### config.mk
export PLATFORM = sky130hd
export DESIGN_NAME = cp0
export DESIGN_NICKNAME = d
export VERILOG_FILES = /design/src/rtl/cp0_pkg.sv /design/src/rtl/cp0.sv
export SDC_FILE = /design/constraint.sdc
export NUM_CORES = 1
export LEC_CHECK = 0
export ABC_CLOCK_PERIOD_IN_PS = 3800
export BUFFER_PORTS_ARGS = -buffer_cell sky130_fd_sc_hd__clkbuf_2
export CAP_MARGIN = 25
export CORE_ASPECT_RATIO = 0.8
export CORE_MARGIN = 3
export CORE_UTILIZATION = 27
export DETAILED_ROUTE_END_ITERATION = 6
export GPL_TIMING_DRIVEN = 1
export MAX_ROUTING_LAYER = met4
export PLACE_DENSITY = 0.46
export SYNTH_ARGS = -nofsm -noshare
export SYNTH_HDL_FRONTEND = slang
export SYNTH_SLANG_ARGS = --single-unit
### constraint.sdc
create_clock -name clk -period 3.8 [get_ports clk]
set_clock_uncertainty 0.05 [all_clocks]
set_input_delay 0.38 -clock clk [delete_from_list [all_inputs] [get_ports clk]]
set_output_delay 0.38 -clock clk [all_outputs]
set_load 0.01 [all_outputs]
### src/rtl/cp0_pkg.sv
// CP0 register numbers, exception codes and handler entry shared by the P7
// pipeline.
package cp0_pkg;

  localparam logic [4:0] CP0_SR    = 5'd12;
  localparam logic [4:0] CP0_CAUSE = 5'd13;
  localparam logic [4:0] CP0_EPC   = 5'd14;
  localparam logic [4:0] CP0_PRID  = 5'd15;

  localparam logic [4:0] EXC_INT     = 5'd0;
  localparam logic [4:0] EXC_ADEL    = 5'd4;
  localparam logic [4:0] EXC_ADES    = 5'd5;
  localparam logic [4:0] EXC_SYSCALL = 5'd8;
  localparam logic [4:0] EXC_RI      = 5'd10;
  localparam logic [4:0] EXC_OV      = 5'd12;

  localparam logic [31:0] HANDLER_ADDR = 32'h0000_4180;

endpackage

### src/rtl/cp0.sv
// Coprocessor 0 for the P7 M stage: SR/Cause/EPC/PRId, interrupt and
// exception arbitration, EPC capture and the redirect request.
module cp0
  import cp0_pkg::*;
#(
  parameter logic [31:0] PRID = 32'h2022_0819
) (
  input  logic        clk,
  input  logic        reset,
  input  logic [4:0]  A1,
  input  logic [4:0]  A2,
  input  logic [31:0] Din,
  input  logic        WE,
  input  logic [31:0] PC,
  input  logic        BDIn,
  input  logic [4:0]  ExcCodeIn,
  input  logic [5:0]  HWInt,
  input  logic        EXLClr,
  output logic [31:0] Dout,
  output logic [31:0] EPCOut,
  output logic        Req
);

  logic [5:0]  im;
  logic        exl;
  logic        ie;
  logic        bd;
  logic [5:0]  ip;
  logic [4:0]  exc_code;
  logic [31:0] epc;

  logic [31:0] sr;
  logic [31:0] cause;
  logic        int_req;
  logic        exc_req;
  logic [31:0] epc_next;

  assign sr    = {16'h0, im, 8'h0, exl, ie};
  assign cause = {bd, 15'h0, ip, 3'h0, exc_code, 2'b00};

  assign int_req = (|(HWInt & im)) & ie & ~exl;
  assign exc_req = (ExcCodeIn != EXC_INT) & ~exl;
  assign Req     = int_req | exc_req;

  // A delay-slot fault restarts at the branch, not the slot.
  assign epc_next = BDIn ? (PC - 32'd4) : PC;
  assign EPCOut   = epc;

  always_comb begin
    Dout = 32'h0;
    case (A1)
      CP0_SR:    Dout = sr;
      CP0_CAUSE: Dout = cause;
      CP0_EPC:   Dout = epc;
      CP0_PRID:  Dout = PRID;
      default:   Dout = 32'h0;
    endcase
  end

  always_ff @(posedge clk) begin
    if (reset) begin
      im       <= '0;
      exl      <= 1'b0;
      ie       <= 1'b0;
      bd       <= 1'b0;
      ip       <= '0;
      exc_code <= '0;
      epc      <= '0;
    end else begin
      ip <= HWInt;
      if (Req) begin
        exl      <= 1'b1;
        exc_code <= int_req ? EXC_INT : ExcCodeIn;
        bd       <= BDIn;
        epc      <= {epc_next[31:2], 2'b00};
      end else begin
        if (EXLClr)
          exl <= 1'b0;
        if (WE) begin
          case (A2)
            CP0_SR: begin
              im <= Din[15:10];
              ie <= Din[0];
              if (!EXLClr)
                exl <= Din[1];
            end
            CP0_EPC: epc <= {Din[31:2], 2'b00};
            default: ;
          endcase
        end
      end
    end
  end

endmodule
After elaboration in Yosys (flattened, before gate mapping)
Index checks and enable logic that the tools add are counted.

word-level totals
  logic and storage cells = 38
  memory bits (read-only) = 0
  flip-flop bits (word level) = 50
  latch bits = 0
  output and inout port bits = 65
  memories = 0
  bits in writable memories = 0

cells by class
  bitwise logic cells = 7
  $mul = 0
  magnitude comparators = 0
  equality and inequality tests = 6
  div/mod/pow operators = 0
  mux-type cells = 11
  shift operators = 0
  reduce and logical (&&, ||, !) cells = 6
  add/subtract/negate cells = 1

operator list
  cell                                                number
  two-way mux 32 bit                                  4
  one-hot mux 32 bit (4 select lines)                 1
  subtractor 32 x 3 -> 32 bit, second input constant  1
  == test 5 x 4 -> 1 bit, second input constant       6
  AND 6 bit                                           1
  OR reduction 6 bit                                  1
  two-way mux 1 bit                                   5
  two-way mux 5 bit                                   1
  nonzero test 5 bit                                  1
  nonzero test 2 bit                                  2
  AND 1 bit                                           3
  AND reduction 3 bit                                 1
  inverter 1 bit                                      2
  AND reduction 2 bit                                 1
  bitwise OR 1 bit                                    1

Logic depth before layout (Yosys ltp)
  depth in word-level cells = 7
  depth in mapped cells = 7

Least setup slack after synthesis
No wires, ideal clock.

  kind = input -> register
  from = input PC[14]
  to = register epc[31], in the netlist EPCOut[31]
  stages = 5
  arrival = 2.243 ns
  library setup time = 0.074 ns
  slack = 1.432 ns
  required time = 3.676 ns
  path through = or4_4 > or4b_1 > buf_2 > or4b_1 > a31oi_1

between the ends
  longest elaborated chain between the ends = 3

ends and longest elaborated chain
  what                         RTL line   RTL
  start: declaration           cp0.sv:14  input logic [31:0] PC,
  subtractor 32 x 3 -> 32 bit  cp0.sv:46  assign epc_next = BDIn ? (PC - 32'd4) : PC;
  two-way mux 32 bit           cp0.sv:46
  two-way mux 32 bit           cp0.sv:71  if (Req) begin
  end signal: assignment       cp0.sv:75  epc <= {epc_next[31:2], 2'b00};
  end signal: assignment       cp0.sv:87  CP0_EPC: epc <= {Din[31:2], 2'b00};
  end: declaration             cp0.sv:30  logic [31:0] epc;

Every way passes these cells.
A chain may end at the register's enable or synchronous reset.

Final worst setup path
Ends and elaborated chain as after synthesis.

==> impl_metrics.toml <==
[run_status]
status = "finished clean"

[detailed_routing]
wl_per_cell_um = 18.02
dr.pass1.iters = 5
wirelength_um = 13970
final_antenna_net_count = 0
drc = 0
via_per_inst = 5.374
drt_iter0_drc = 225
dr_total_vias = 4165

[clocking]
cts_buffers = 5
hold_buffers = 0
cts.sinks = 50
cts_max_path_buffers = 2
post-cts-setup-buffer-count = 0
cts-resized-gates = 0
clk_latency_ns = 0.29
path_clk_slew_ns = 0.07
cts_tree = "built"
h-tree-depth = 2
cts-root-buf = "clkbuf_16"

[sta]
post-route-min-period_ns = 2.546
setup_tns_ns = 0
hold_violations = 0
max_slew.worst_pin.slew_ns = 0.7484
setup_viol = 0
setup_ws_ns = 1.254
slew_violations = 0
max_slew_margin_pct = 50.00
rsz0062_at_grt = "no"
fmax_mhz = 392.8
period_share_pct = 67.00
whs_ns = 0.2694

[pwr]
powerDensity_nw_per_um2 = 292.2
ir_drop_uv = 150.6
power.leakage_nw = 1.939

[worst_hold_path]
worstHoldStart = "HWInt[1]"
holdCritPathClass = "in -> reg"

[yosys]
ys_async_sr_fraction_pct = 0
yosysSeqAreaShare_pct = 27.51
synth_area_um2 = 3638
yosys_warnings = 0
ys.flop_type = "dfxtp_1"
avgSynthCellArea_um2 = 7.580
netlist-cell-type-count = 45
syn-instance-count = 480
synth_edf_count = 0
ys_ff_latch = 50

[setup_path]
path_cells = "clkbuf_2 > or4_4 > or4b_1 > or4b_1 > a31oi_1"
slowest_delay_ns = 0.82
worst-path-max-fanout = 18
start_kind = "input pin"
endpoint_kind = "flop"
reg2reg_to = "EPCOut[16]"
timing.rr.start = "im[3]"
r2r_slack_ns = 1.64
setup.worst_path.end = "EPCOut[31]"
critPathKind = "in -> reg"
worstPathRequired_ns = 3.97
r2r_cells = 5
crit_top_cell = "or4b_1"
cp-startpoint = "PC[14]"
critPathArrivalTime_ns = 2.71
slowest_stage = "or4b_1"

[floorplan]
rows = 37
fp.dieH_um = 109.8
start_util_pct = 27.97
die_w_um = 135.8
die_area_um2 = 14910
pin_count = 155
core_area_um2 = 13010

[placement]
detailedPlace.worstSlack_ns = 0.9645
placed_cells = 765
placed_area_um2 = 4507
dp_hpwl_um = 10260
portBuffers = 150
place_congestion = 0.8144

[grt]
gr-total-overflow = 0
antenna_found_initial = 0
track_usage_pct = 18.59
grt_max_degree = 64
grt_pass1_wl_um = 21130
grt_pass1_vias = 3763

[cells_and_area]
final_cells = 775
n_antenna_cell = 0
fill_cells = 1367
area_growth_pct = 29.09
final_net_count = 690
fin_area_um2 = 4697
drive_above_1_share_pct = 30.50

[flow_run]
cap_violations = 0
-- placed cells by master (no fill, tap or decap), types with 7 or more instances in the layout --
cell type / synthesis / layout
mux2i_1: 12 / 12
a31oi_1: 46 / 46
inv_1: 39 / 39
or4_1: 11 / 11
a22oi_1: 7 / 7
xor2_1: 7 / 7
nor2_1: 28 / 28
nand2_1: 26 / 26
o21ai_0: 9 / 9
dfxtp_1: 50 / 50
a21oi_1: 14 / 13
nor4_1: 19 / 19
o41ai_1: 19 / 19
and2_1: 15 / 15
o31ai_1: 7 / 7
a211oi_1: 13 / 13
nor2b_1: 11 / 11
clkbuf_2: 0 / 150
or3_1: 11 / 11
buf_4: 2 / 8
and4_1: 30 / 30
-- layer usage --
layer / share of wire (%) / up-vias / track usage, %
met5: 0 / - / -
met4: 0.67 / 0 / 3.022
met3: 7.8 / 6 / 2.928
met2: 44 / 156 / 27.45
met1: 48 / 1949 / 27.13
li1: - / 2054 / -
-- per-stage QoR --
step	util, %	power, mW
3_3_place_gp	34.64	0.9351
5_1_grt	36.11	1.458
2_1_floorplan	-	0.7836
6_report	36.11	1.372
4_1_cts	35.74	1.386
3_5_place_dp	34.64	0.9393
-- Yosys cell counts (all sizes together), types with 13 or more instances --
cell type | number | area share, %
nand2 | 26 | 2.7
and2 | 15 | 2.6
or3 | 14 | 2.5
nor2 | 28 | 2.9
a211oi | 13 | 2.7
a21oi | 14 | 1.9
clkbuf | 44 | 4.5
a31oi | 46 | 7.9
o41ai | 19 | 4.6
dfxtp | 50 | 28
nor4 | 20 | 3.6
and4 | 30 | 7.2
inv | 39 | 4.0
-- worst min path at each step --
stage | to | slack (ns) | cells past startpoint
after floorplan | ie | 0.38 | 2
after global placement | ie | 0.40 | 2
after detailed placement | ie | 0.40 | 2
after CTS | ip[1] | 0.26 | 2
after global routing | ip[0] | 0.26 | 2
final | ip[1] | 0.27 | 2
-- layout make-up --
type / instances / area (um^2) / share of cell area, %
Clock buffer: 6 / 128.9 / 2.744
Sequential cell: 50 / 1001 / 21.31
Timing Repair Buffer: 160 / 858.3 / 18.27
Clock inverter: 2 / 13.76 / 0.2930
Inverter: 39 / 146.4 / 3.117
Tap cell: 175 / 219.0 / 4.662
Multi-Input combinational cell: 343 / 2330 / 49.60
-- sequential cells by signal, summed over array words and instances (netlist names) --
| signal | cells |
|---|---|
| EPCOut | 30 |
| bd | 1 |
| exc_code | 5 |
| exl | 1 |
| ie | 1 |
| im | 6 |
| ip | 6 |
-- worst max-delay path: cells and delay by family --
kind	cells	cell delay [ns]
buffers and inverters	1	0.10
AND/OR/NAND/NOR	3	2.03
AO/OA/AOI/OAI	1	0.18
-- cell families after synthesis --
family | after synthesis | share of synthesized area [%]
simple gates | 191 | 32.81
buf+inv | 88 | 9.560
fa+ha+maj | 1 | 0.3438
mux | 12 | 3.301
xor+xnor | 11 | 2.648
other cells | 1 | 0.1031
flops | 50 | 27.51
compound gates | 126 | 23.73
-- power breakdown --
part	internal (mW)	switching (mW)
Combinational	0.138	0.197
Clock	0.245	0.195
Sequential	0.564	0.0330
Note: power is estimated with default switching activity, not from simulation.
